## src/rtl/id_ex_operand_stage_if.sv

```systemverilog
// Bundles the ID-side operand/control inputs, MEM bypass, pipeline control and ID/EX outputs.
// Latency: n/a (wiring only).
// Backpressure: carries hold/flush in and stall_if_id out; no handshake of its own.
interface id_ex_operand_stage_if #(
    parameter int DATA_W = 32,
    parameter int ADDR_W = 5
) ();
    // ID stage instruction and register file read data
    logic              id_valid;
    logic [ADDR_W-1:0] id_rs;
    logic [ADDR_W-1:0] id_rt;
    logic [ADDR_W-1:0] id_rd;
    logic [DATA_W-1:0] id_rdata1;
    logic [DATA_W-1:0] id_rdata2;
    logic [DATA_W-1:0] id_imm;
    logic [7:0]        id_ctrl;

    // MEM stage result available for bypass
    logic              mem_reg_write;
    logic [ADDR_W-1:0] mem_waddr;
    logic [DATA_W-1:0] mem_result;

    // pipeline control
    logic              flush;
    logic              hold;
    logic              stall_if_id;

    // ID/EX register contents
    logic              ex_valid;
    logic [7:0]        ex_ctrl;
    logic [DATA_W-1:0] ex_op1;
    logic [DATA_W-1:0] ex_op2;
    logic [DATA_W-1:0] ex_imm;
    logic [ADDR_W-1:0] ex_rs;
    logic [ADDR_W-1:0] ex_rt;
    logic [ADDR_W-1:0] ex_waddr;

    // driver side: decoder / regfile / pipeline control, consumer of EX fields
    modport master (
        output id_valid, id_rs, id_rt, id_rd, id_rdata1, id_rdata2, id_imm, id_ctrl,
        output mem_reg_write, mem_waddr, mem_result, flush, hold,
        input  stall_if_id,
        input  ex_valid, ex_ctrl, ex_op1, ex_op2, ex_imm, ex_rs, ex_rt, ex_waddr
    );

    // the operand stage itself
    modport slave (
        input  id_valid, id_rs, id_rt, id_rd, id_rdata1, id_rdata2, id_imm, id_ctrl,
        input  mem_reg_write, mem_waddr, mem_result, flush, hold,
        output stall_if_id,
        output ex_valid, ex_ctrl, ex_op1, ex_op2, ex_imm, ex_rs, ex_rt, ex_waddr
    );
endinterface

```

## src/rtl/id_ex_operand_stage.sv

```systemverilog
// ID/EX operand capture with MEM bypass, load-use bubble insertion, flush and hold.
// Latency: 1 cycle from ID inputs to ex_* outputs; stall_if_id is combinational.
// Backpressure: hold freezes ID/EX; load-use or hold raises stall_if_id unless flush is set.
module id_ex_operand_stage #(
    parameter int DATA_W = 32,
    parameter int ADDR_W = 5
) (
    input  logic                  clk,
    input  logic                  rst_n,
    id_ex_operand_stage_if.slave  bus
);

    // id_ctrl / ex_ctrl bit positions
    localparam int CTRL_MEM_TO_REG = 6;
    localparam int CTRL_ALU_SRC    = 4;
    localparam int CTRL_REG_DST    = 3;

    typedef struct packed {
        logic              valid;
        logic [7:0]        ctrl;
        logic [DATA_W-1:0] op1;
        logic [DATA_W-1:0] op2;
        logic [DATA_W-1:0] imm;
        logic [ADDR_W-1:0] rs;
        logic [ADDR_W-1:0] rt;
        logic [ADDR_W-1:0] waddr;
    } ex_reg_t;

    ex_reg_t ex_q;
    ex_reg_t ex_load;
    logic    byp1;
    logic    byp2;
    logic    load_use;

    // MEM-stage bypass; r0 is excluded so it always reads as zero.
    // WB results need no bypass since the regfile writes them on the negedge.
    always_comb begin
        byp1 = bus.mem_reg_write && (bus.mem_waddr != '0) && (bus.mem_waddr == bus.id_rs);
        byp2 = bus.mem_reg_write && (bus.mem_waddr != '0) && (bus.mem_waddr == bus.id_rt);
    end

    // Candidate ID/EX contents for a normal load; invalid instructions carry no control.
    always_comb begin
        ex_load       = '0;
        ex_load.valid = bus.id_valid;
        ex_load.ctrl  = bus.id_valid ? bus.id_ctrl : 8'h00;
        ex_load.op1   = byp1 ? bus.mem_result : bus.id_rdata1;
        ex_load.op2   = byp2 ? bus.mem_result : bus.id_rdata2;
        ex_load.imm   = bus.id_imm;
        ex_load.rs    = bus.id_rs;
        ex_load.rt    = bus.id_rt;
        ex_load.waddr = bus.id_ctrl[CTRL_REG_DST] ? bus.id_rd : bus.id_rt;
    end

    // Load in EX whose destination is a source of the ID instruction; rt only counts
    // as a source when the ALU takes its second operand from the register file.
    always_comb begin
        load_use = bus.id_valid && ex_q.valid && ex_q.ctrl[CTRL_MEM_TO_REG] &&
                   (ex_q.waddr != '0) &&
                   ((ex_q.waddr == bus.id_rs) ||
                    ((ex_q.waddr == bus.id_rt) && !bus.id_ctrl[CTRL_ALU_SRC]));
        // A taken branch discards the fetched path, so there is nothing to freeze.
        bus.stall_if_id = (load_use || bus.hold) && !bus.flush;
    end

    // ID/EX register: flush beats hold beats load-use bubble beats normal load.
    // Hold keeps state even with a pending hazard; it is re-evaluated after hold drops.
    always_ff @(posedge clk or negedge rst_n) begin
        if (!rst_n) begin
            ex_q <= '0;
        end else if (bus.flush) begin
            ex_q <= '0;
        end else if (bus.hold) begin
            ex_q <= ex_q;
        end else if (load_use) begin
            ex_q <= '0;
        end else begin
            ex_q <= ex_load;
        end
    end

    assign bus.ex_valid = ex_q.valid;
    assign bus.ex_ctrl  = ex_q.ctrl;
    assign bus.ex_op1   = ex_q.op1;
    assign bus.ex_op2   = ex_q.op2;
    assign bus.ex_imm   = ex_q.imm;
    assign bus.ex_rs    = ex_q.rs;
    assign bus.ex_rt    = ex_q.rt;
    assign bus.ex_waddr = ex_q.waddr;

endmodule

```

## src/flat_wrapper.sv

```systemverilog
// flat-port wrapper written by rule: the top's interface ports become plain ports
module id_ex_operand_stage_flat 
#(
    parameter int DATA_W = 32,
    parameter int ADDR_W = 5
)
  (clk, rst_n, bus_id_valid, bus_id_rs, bus_id_rt, bus_id_rd, bus_id_rdata1, bus_id_rdata2, bus_id_imm, bus_id_ctrl, bus_mem_reg_write, bus_mem_waddr, bus_mem_result, bus_flush, bus_hold, bus_stall_if_id, bus_ex_valid, bus_ex_ctrl, bus_ex_op1, bus_ex_op2, bus_ex_imm, bus_ex_rs, bus_ex_rt, bus_ex_waddr);
  id_ex_operand_stage_if #(.DATA_W(DATA_W), .ADDR_W(ADDR_W)) bus_i ();
  input  logic clk;
  input  logic rst_n;
  input wire logic [$bits(bus_i.id_valid)-1:0] bus_id_valid;
  input wire logic [$bits(bus_i.id_rs)-1:0] bus_id_rs;
  input wire logic [$bits(bus_i.id_rt)-1:0] bus_id_rt;
  input wire logic [$bits(bus_i.id_rd)-1:0] bus_id_rd;
  input wire logic [$bits(bus_i.id_rdata1)-1:0] bus_id_rdata1;
  input wire logic [$bits(bus_i.id_rdata2)-1:0] bus_id_rdata2;
  input wire logic [$bits(bus_i.id_imm)-1:0] bus_id_imm;
  input wire logic [$bits(bus_i.id_ctrl)-1:0] bus_id_ctrl;
  input wire logic [$bits(bus_i.mem_reg_write)-1:0] bus_mem_reg_write;
  input wire logic [$bits(bus_i.mem_waddr)-1:0] bus_mem_waddr;
  input wire logic [$bits(bus_i.mem_result)-1:0] bus_mem_result;
  input wire logic [$bits(bus_i.flush)-1:0] bus_flush;
  input wire logic [$bits(bus_i.hold)-1:0] bus_hold;
  output wire logic [$bits(bus_i.stall_if_id)-1:0] bus_stall_if_id;
  output wire logic [$bits(bus_i.ex_valid)-1:0] bus_ex_valid;
  output wire logic [$bits(bus_i.ex_ctrl)-1:0] bus_ex_ctrl;
  output wire logic [$bits(bus_i.ex_op1)-1:0] bus_ex_op1;
  output wire logic [$bits(bus_i.ex_op2)-1:0] bus_ex_op2;
  output wire logic [$bits(bus_i.ex_imm)-1:0] bus_ex_imm;
  output wire logic [$bits(bus_i.ex_rs)-1:0] bus_ex_rs;
  output wire logic [$bits(bus_i.ex_rt)-1:0] bus_ex_rt;
  output wire logic [$bits(bus_i.ex_waddr)-1:0] bus_ex_waddr;
  assign bus_i.id_valid = bus_id_valid;
  assign bus_i.id_rs = bus_id_rs;
  assign bus_i.id_rt = bus_id_rt;
  assign bus_i.id_rd = bus_id_rd;
  assign bus_i.id_rdata1 = bus_id_rdata1;
  assign bus_i.id_rdata2 = bus_id_rdata2;
  assign bus_i.id_imm = bus_id_imm;
  assign bus_i.id_ctrl = bus_id_ctrl;
  assign bus_i.mem_reg_write = bus_mem_reg_write;
  assign bus_i.mem_waddr = bus_mem_waddr;
  assign bus_i.mem_result = bus_mem_result;
  assign bus_i.flush = bus_flush;
  assign bus_i.hold = bus_hold;
  assign bus_stall_if_id = bus_i.stall_if_id;
  assign bus_ex_valid = bus_i.ex_valid;
  assign bus_ex_ctrl = bus_i.ex_ctrl;
  assign bus_ex_op1 = bus_i.ex_op1;
  assign bus_ex_op2 = bus_i.ex_op2;
  assign bus_ex_imm = bus_i.ex_imm;
  assign bus_ex_rs = bus_i.ex_rs;
  assign bus_ex_rt = bus_i.ex_rt;
  assign bus_ex_waddr = bus_i.ex_waddr;
  id_ex_operand_stage #(.DATA_W(DATA_W), .ADDR_W(ADDR_W)) u_core (.clk(clk), .rst_n(rst_n), .bus(bus_i));
endmodule
```

## config.mk

```make
export PLATFORM = sky130hd
export DESIGN_NAME = id_ex_operand_stage_flat
export DESIGN_NICKNAME = d
export VERILOG_FILES = /design/src/rtl/id_ex_operand_stage_if.sv /design/src/rtl/id_ex_operand_stage.sv /design/src/flat_wrapper.sv
export SDC_FILE = /design/constraint.sdc
export NUM_CORES = 1
export LEC_CHECK = 0
export BUFFER_PORTS_ARGS = -buffer_cell sky130_fd_sc_hd__buf_2
export CAP_MARGIN = 0
export CORE_MARGIN = 2
export CORE_UTILIZATION = 44
export CTS_BUF_LIST = sky130_fd_sc_hd__clkbuf_4 sky130_fd_sc_hd__clkbuf_8 sky130_fd_sc_hd__clkbuf_16
export DETAILED_ROUTE_END_ITERATION = 16
export PLACE_DENSITY = 0.81
export SLEW_MARGIN = 30
export SYNTH_ARGS = -nofsm -noshare
export SYNTH_HDL_FRONTEND = slang
export SYNTH_SLANG_ARGS = --single-unit
```

## constraint.sdc

```tcl
create_clock -name clk -period 2.5 [get_ports clk]
set_input_delay 0.75 -clock clk [delete_from_list [all_inputs] [get_ports clk]]
set_output_delay 0.75 -clock clk [all_outputs]
set_load 0.02 [all_outputs]
```

### Yosys cells after proc, flatten, opt, wreduce, memory -nomap -nowiden

Cells that the tools add are included.

| word-level totals | value |
|---|---|
| output and inout bits | 121 |
| register bits after elaboration | 120 |

| cells by class | value |
|---|---|
| reduce and logical (&&, ||, !) cells | 15 |
| mux-type cells | 7 |
| equal/unequal tests | 5 |

Operator list:

| kind | number |
|---|---|
| $mux W120 | 3 |
| $mux W32 | 2 |
| $eq A5 B5 Y1 | 4 |
| $reduce_bool A5 Y1 | 2 |
| $logic_and A1 B1 Y1 | 9 |
| $mux W8 | 1 |
| $mux W5 | 1 |
| $logic_not A1 Y1 | 2 |
| $logic_or A1 B1 Y1 | 2 |
| $ne A2 B2 Y1 const B | 1 |

### Longest topological paths before layout

Gate-level depths: netlist of run 1.

| depth | value |
|---|---|
| depth after elaboration | 7 |
| depth in mapped cells | 7 |
| mapped depth without buffers | 5 |

### Least setup slack after synthesis of run 1

No wires, ideal clock.

| path | value |
|---|---|
| kind | input-to-output |
| start point | input port bus_id_rt[2] |
| end point | output port bus_stall_if_id |
| cell stages on the path | 5 |
| path buffers | 0 |
| path slack | 0.055 ns |
| required time | 1.750 ns |
| arrival | 1.695 ns |
| cell sequence | xnor2_1 nand4_1 o32ai_2 a21oi_1 nor2_1 |

| between the ends | value |
|---|---|
| word-level cells in the longest chain between the ends | 6 |

Ends and longest elaborated chain:

| item | line | text |
|---|---|---|
| from (decl) | flat_wrapper.sv:13 | `input wire logic [$bits(bus_i.id_rt)-1:0] bus_id_rt;` |
| $eq A5 B5 Y1 | id_ex_operand_stage.sv:61 | `((ex_q.waddr == bus.id_rt) && !bus.id_ctrl[CTRL_ALU_SRC]));` |
| $logic_and A1 B1 Y1 | id_ex_operand_stage.sv:61 |  |
| $logic_or A1 B1 Y1 | id_ex_operand_stage.sv:60 | `((ex_q.waddr == bus.id_rs) \|\|` |
| $logic_and A1 B1 Y1 | id_ex_operand_stage.sv:59 | `(ex_q.waddr != '0) &&` |
| $logic_or A1 B1 Y1 | id_ex_operand_stage.sv:63 | `bus.stall_if_id = (load_use \|\| bus.hold) && !bus.flush;` |
| $logic_and A1 B1 Y1 | id_ex_operand_stage.sv:63 |  |
| to (decl) | flat_wrapper.sv:24 | `output wire logic [$bits(bus_i.stall_if_id)-1:0] bus_stall_if_id;` |

Every way passes these cells.

### Worst setup path in the final report of run 1

| path | value |
|---|---|
| start point | input port bus_id_rt[4] |
| end point | output port bus_stall_if_id |

Same word-level chain as after synthesis.

==> results.json, run 1 <==
{
  "status": "finished with violations",
  "violations": "negative setup slack",
  "drive_gt1_share_pct": 47.8,
  "hold_path.class": "primary input to async pin",
  "hpwl_microns": 11800,
  "synth.net_count": 612,
  "final-hold-violation-count": 0,
  "drc": 0,
  "fin_crit_sh_pct": 104,
  "critical_path_required_ns": 1.75,
  "busiest_layer": "met2",
  "tritoncts": "done",
  "final-setup-viol-count": 1,
  "drtIter0Drc": 394,
  "drv_cap": 0,
  "critical_path.top_delay_family": "compound AO/OA/AOI/OAI gates",
  "syn_avg_cell_area_sq_um": 11.7,
  "path_max_fanout": 2,
  "finClkSkew_ns": 0.00682,
  "design_area_sq_um": 7750,
  "grt_setup_unrepaired": "yes",
  "synth_cell_types": 26,
  "drtAntennaViolNets": 0,
  "grt_pass1_vias": 4894,
  "peakVddDrop_uv": 368,
  "grt_pass1_wl_microns": 25400,
  "multiInputGateArea_sq_um": 2150,
  "area_delta_synth_final_pct": 46.7,
  "wl_per_cell_microns": 18.0,
  "fp.dieH_microns": 114,
  "drt-pass1-iter-count": 4,
  "cts.sinks": 120,
  "dieArea_sq_um": 12900,
  "yosysWarningCount": 0,
  "drv_slew": 0,
  "grt_max_degree": 121,
  "clk_latency_ns": 0.42,
  "cts_buffer_depth": 2,
  "max_stage_delay_ns": 0.32,
  "tns_ns": -0.0961,
  "crit_chain": "buf_6 -> xnor2_2 -> nand4_1 -> o32ai_4 -> a21oi_2 -> nor2_1 -> buf_4",
  "grt.met2_usage_pct": 43.4,
  "p_per_area_nw_per_um2": 700,
  "cp.arrival_ns": 1.85,
  "track_usage_pct": 25.4,
  "fin_crit_ns": 2.60,
  "cts_buffers": 17,
  "grtUsageMet3_pct": 7.12,
  "core-area_sq_um": 11900,
  "gr-total-overflow": 0,
  "initial_utilization_pct": 44.5,
  "crit_buf_inv": 2,
  "slew_headroom_pct": 45.2,
  "cts_max_level": 4,
  "fin_nets": 915,
  "tightest_slew_ns": 0.815,
  "end_kind": "primary output",
  "gp_congestion": 0.813,
  "dpl.cell_count": 875,
  "register_area_sq_um": 3010,
  "clk_pin_slew_ns": 0.05,
  "placed_area_sq_um": 7030,
  "cts_hold_buffers": 0,
  "drt-total-wl_microns": 16400,
  "syn_inst": 450,
  "layout.cells.non_filler": 913,
  "leakage_nw": 3.95,
  "post-route-util_pct": 65.4,
  "holdWs_ns": 0.421,
  "grtUsageMet1_pct": 29.8,
  "n_antenna_cell": 0,
  "die_x_microns": 114,
  "num_rows": 40,
  "worstSetupPathType": "primary input to primary output",
  "routed-via-count": 4873,
  "startpoint_type": "primary input",
  "max_freq_mhz": 385,
  "antenna_found_initial": 0,
  "worst_slack_ns": -0.0961,
  "fill_cells": 894,
  "cts-root-buf": "clkbuf_16",
  "io_pins": 283,
  "syn_area_sq_um": 5280,
  "cp_slowest_cell": "o32ai_4",
  "ys_seq_area_share_pct": 56.8,
  "viasPerCell": 5.34,
  "io_buffers": 282,
  "synth_seq_cells": 120
}
-- worst paths after layout --
path / startpoint / to / slack, ns / depth (start not counted)
min reg2reg: u_core.bus.ex_op1[20]$_DFFE_PN0P_ / u_core.bus.ex_op1[20]$_DFFE_PN0P_ / 0.48 / 2
min: rst_n / u_core.bus.ex_op1[30]$_DFFE_PN0P_ / 0.42 / 2
min in group clk: u_core.bus.ex_op1[20]$_DFFE_PN0P_ / u_core.bus.ex_op1[20]$_DFFE_PN0P_ / 0.48 / 2
max reg2reg: u_core.bus.ex_waddr[0]$_DFFE_PN0P_ / u_core.bus.ex_imm[4]$_DFFE_PN0P_ / 0.23 / 9
max in group asynchronous: rst_n / u_core.bus.ex_waddr[4]$_DFFE_PN0P_ / 1.55 / 2
max: bus_id_rt[4] / bus_stall_if_id / -0.1 / 7
-- placed cells by master (no fill, tap or decap), types with 2 or more instances in the layout --
cell type / n
bufinv_16: 3
nor4_4: 2
xnor2_1: 11
dfrtp_1: 116
a22o_1: 43
o21ai_1: 61
clkbuf_8: 2
o21ai_0: 8
clkinv_2: 5
nand3_1: 4
buf_6: 4
buf_2: 277
mux2i_1: 69
xor2_1: 5
buf_12: 8
buf_4: 28
clkbuf_16: 17
nand2_1: 70
nor2_1: 2
a32o_1: 8
xnor2_2: 4
clkbuf_4: 4
dfrtp_2: 4
-- cell type report --
class                           count  share of cell area (%)
Multi-Input combinational cell    297                    27.8
Sequential cell                   120                    38.8
Clock inverter                      9                    1.58
Timing Repair Buffer              317                    23.2
Clock buffer                       23                    6.23
Tap cell                          147                    2.37
-- stage by stage --
step	power, W	setup WS, ns
5_1_grt	0.00561	-0.165
2_1_floorplan	0.00252	0.0555
3_3_place_gp	0.00291	-0.225
6_report	0.00543	-0.0961
3_5_place_dp	0.00293	-0.239
4_1_cts	0.00546	-0.118
-- flip-flops by register name, summed over array words and instances, names as in the netlist --
| signal | flops |
|---|---|
| u_core.bus.ex_rs | 5 |
| u_core.bus.ex_op1 | 32 |
| u_core.bus.ex_ctrl | 8 |
| u_core.bus.ex_waddr | 5 |
| u_core.bus.ex_rt | 5 |
| u_core.bus.ex_valid | 1 |
| u_core.bus.ex_imm | 32 |
| u_core.bus.ex_op2 | 32 |
-- cell usage after synthesis --
library cell  number  share of area (%)
buf_2              7               0.66
nor2b_1            1               0.12
buf_1              1              0.071
xnor2_1           15                2.5
nor4_4             2               0.81
dfrtp_1          120                 57
nand3_1            4               0.38
o21ai_4            1               0.31
nor2_1             2               0.14
clkbuf_1          17                1.2
nand4_1            1               0.12
o21ai_0            8               0.76
or4_4              1               0.21
a32o_1             8                1.5
nor3_1             1              0.095
o32ai_2            1               0.31
nand2_1           70                5.0
xor2_1             5               0.83
a211oi_2           1               0.24
a21oi_1            2               0.19
clkbuf_2           1              0.095
a211o_2            1               0.19
buf_6              7                1.5
mux2i_1           69                 13
a22o_1            43                7.1
o21ai_1           61                5.8
-- what timing repair did --
| item | in CTS | in global routing |
|---|---|---|
| setup endpoints to repair | 1 | 1 |
| pin swaps | 7 | 5 |
| setup buffers | 6 | 0 |
| hold endpoints to repair | 0 | 0 |
| gates resized for setup | 15 | 2 |
-- report_power, final --
part           switching, W  internal [W]
combinational      0.000471      0.000337
sequential        0.0000665       0.00206
clock              0.000843       0.00165
-- kinds of logic (layout without fill, tap and decap cells) --
family,count (synthesis),count (layout),synth area share (%)
AOI/OAI and AO/OA,126,126,16.4
xor gates and xnor gates,20,20,3.32
and+or+nand+nor,82,82,6.84
buffers and inverters,33,349,3.53
DFF,120,120,56.8
muxes,69,69,13.1
-- per-layer routing --
metal  vias to the layer above  part of all wire (%)
li1                       2219                     -
met1                      2365                    38
met2                       241                    51
met3                        48                   7.4
met4                         0                   3.1
met5                         -                     0
-- worst reg2reg max path: cells and delay by family, from the launching register on --
family,cells,cell delay [ns]
flip-flops,1,0.43
buffers and inverters,4,0.77
AND/OR/NAND/NOR,1,0.13
AO/OA/AOI/OAI,3,0.74
XOR/XNOR,1,0.13
No activity file was read; power rests on OpenSTA's default activity.
==> inputs of run 2 (changes only) <==
- BUFFER_PORTS_ARGS: -buffer_cell sky130_fd_sc_hd__buf_2 -> unset
- CORE_AREA: unset -> 2 2 109 111
- CORE_MARGIN: 2 -> unset
- CORE_UTILIZATION: 44 -> unset
- DIE_AREA: unset -> 0 0 111 113
- DONT_BUFFER_PORTS: unset -> 1
- PLACE_DENSITY: 0.81 -> 0.63
==> run 2 against run 1 <==
  * The flow still finishes with violations (negative setup slack)
  * Non-clock buffer count shrank 293
  * Clock skew hardly changed
  * Flip-flop and latch count did not move
  * Register-to-register slack improved by 0.08 ns
  * Critical path type is now flop to primary output
  * Highest routed layer unchanged
==> results.json, run 2 (same netlist as run 1, synthesis figures left out) <==
{
  "tritoncts": "done",
  "core-area_sq_um": 11300,
  "drive_gt1_share_pct": 14.0,
  "mostFrequentLayoutCells": "118 x dfrtp_1, 70 x nand2_1, 69 x mux2i_1",
  "fill_cells": 935,
  "combPwrFrac_pct": 6.4,
  "dieArea_sq_um": 12500,
  "grt_max_degree": 121,
  "p_sw_w": 0.00126,
  "antenna_found_initial": 0,
  "io_pins": 283,
  "gr-total-overflow": 0,
  "fin_crit_sh_pct": 101,
  "final-setup-viol-count": 1,
  "drtIter0Drc": 301,
  "p_per_area_nw_per_um2": 826,
  "violations": "negative setup slack",
  "grt_pass1_vias": 3879,
  "worst_slack_ns": -0.0250,
  "gp_congestion": 0.870,
  "clk_latency_ns": 0.40,
  "power_switching_share_pct": 24.8,
  "status": "finished with violations",
  "drv_cap": 0,
  "routed-via-count": 3664,
  "post-route-util_pct": 54.7,
  "hold_path.class": "primary input to async pin",
  "path_max_fanout": 2,
  "p_clk_share_pct": 49.0,
  "final-hold-violation-count": 0,
  "p_int_w": 0.00383,
  "cts-root-buf": "clkbuf_16",
  "viasPerCell": 5.96,
  "critical_path_required_ns": 1.75,
  "slew_headroom_pct": 49.6,
  "drv_slew": 0,
  "track_usage_pct": 22.7,
  "cts_hold_buffers": 0,
  "layout.cells.non_filler": 615,
  "end_kind": "primary output",
  "area_delta_synth_final_pct": 16.7,
  "leakage_nw": 2.60,
  "peakVddDrop_uv": 444,
  "cts_max_level": 4,
  "crit_chain": "xnor2_1 -> nand4_1 -> o32ai_4 -> a21oi_2 -> nor2_1 -> buf_4",
  "n_antenna_cell": 0,
  "io_buffers": 0,
  "seq_power_share_pct": 44.6,
  "dpl.cell_count": 579,
  "startpoint_type": "flop",
  "num_rows": 39,
  "grt_pass1_wl_microns": 22000,
  "wl_per_cell_microns": 23.3,
  "fp.dieH_microns": 113,
  "drtAntennaViolNets": 0,
  "drt-total-wl_microns": 14300,
  "die_x_microns": 111,
  "drt-pass1-iter-count": 4,
  "cts.sinks": 120,
  "reg2reg_depth": 9,
  "fin_crit_ns": 2.52,
  "max_freq_mhz": 396,
  "clk_pin_slew_ns": 0.06,
  "holdWs_ns": 0.0410,
  "tightest_slew_ns": 0.751,
  "cp_slowest_cell": "dfrtp_1",
  "cp.arrival_ns": 1.77,
  "finClkSkew_ns": 0.00671,
  "tns_ns": -0.0250,
  "cts_buffers": 17,
  "max_stage_delay_ns": 0.39,
  "hpwl_microns": 10200,
  "drc": 0,
  "fin_nets": 622,
  "worstSetupPathType": "flop to primary output",
  "cts_buffer_depth": 2,
  "initial_utilization_pct": 46.9,
  "layout_commonest_cell": "dfrtp_1",
  "grt_setup_unrepaired": "yes"
}
==> run 2: cell types whose count changed in the layout (fill, tap and decap cells not counted), moves of 3 or more <==
cell,change
buf_2,-277
buf_4,-11
xnor2_1,+4
xnor2_2,-4
buf_12,-3
clkbuf_4,-3
clkinv_2,-3
clkinv_4,+3
==> run 2: metal layers <==
layer	up-vias	GRT usage (%)	part of all wire, %
li1	1630	-	-
met1	1810	28.5	41
met2	201	37.1	50
met3	23	6.59	7.7
met4	0	9.33	1.9
met5	-	0	0
==> run 2: power groups by stage <==
stage          sequential [W]  clock (W)  combinational, W
6_report              0.00227    0.00250          0.000326
5_1_grt               0.00228    0.00262          0.000359
4_1_cts               0.00228    0.00253          0.000327
3_5_place_dp          0.00231          0          0.000313
3_3_place_gp          0.00231          0          0.000298
2_1_floorplan         0.00229          0          0.000238
==> run 2: worst paths after layout <==
| path | startpoint | endpoint | slack [ns] |
|---|---|---|---|
| max | u_core.bus.ex_waddr[3]$_DFFE_PN0P_ | bus_stall_if_id | -0.02 |
| min | rst_n | u_core.bus.ex_imm[26]$_DFFE_PN0P_ | 0.04 |
| max reg2reg | u_core.bus.ex_waddr[2]$_DFFE_PN0P_ | u_core.bus.ex_imm[3]$_DFFE_PN0P_ | 0.31 |
| min reg2reg | u_core.bus.ex_waddr[1]$_DFFE_PN0P_ | u_core.bus.ex_waddr[1]$_DFFE_PN0P_ | 0.63 |
| max in group asynchronous | rst_n | u_core.bus.ex_rs[2]$_DFFE_PN0P_ | 2.26 |
| min in group clk | bus_id_imm[7] | u_core.bus.ex_imm[7]$_DFFE_PN0P_ | 0.47 |
==> run 2: stage by stage <==
stage	cell area, sq um	worst slack (ns)	power (W)
after global placement	5470	-0.240	0.00261
after floorplan	5280	0.0555	0.00252
after global routing	6170	-0.124	0.00526
after detailed placement	5500	-0.0718	0.00262
after CTS	6160	-0.0304	0.00513
final	6170	-0.0250	0.00509
==> run 2: critical path: cells and delay by family, from the launching register on <==
| family | cells | cell delay [ns] |
|---|---|---|
| AO/OA/AOI/OAI | 2 | 0.41 |
| flip-flops | 1 | 0.39 |
| AND/OR/NAND/NOR | 2 | 0.25 |
| XOR/XNOR | 1 | 0.16 |
| buffers and inverters | 1 | 0.15 |
==> run 2: area by class of cell <==
type,instances,area (sq um),share of cell area (%)
multi-input cells,297,2120,34.4
well taps,143,179,2.90
clock buffers,20,460,7.46
flip-flops and latches,120,3010,48.7
clock inverters,11,149,2.41
repair buffers,24,250,4.06
==> run 2: timing repair <==
item                                   in CTS  in global routing
endpoints found under the hold margin       0                  0
gates resized for setup                     3                  1
setup endpoints to repair                   1                  1
cloned                                      0                  0
buffers inserted                            5                  0
pin swaps                                   6                  3
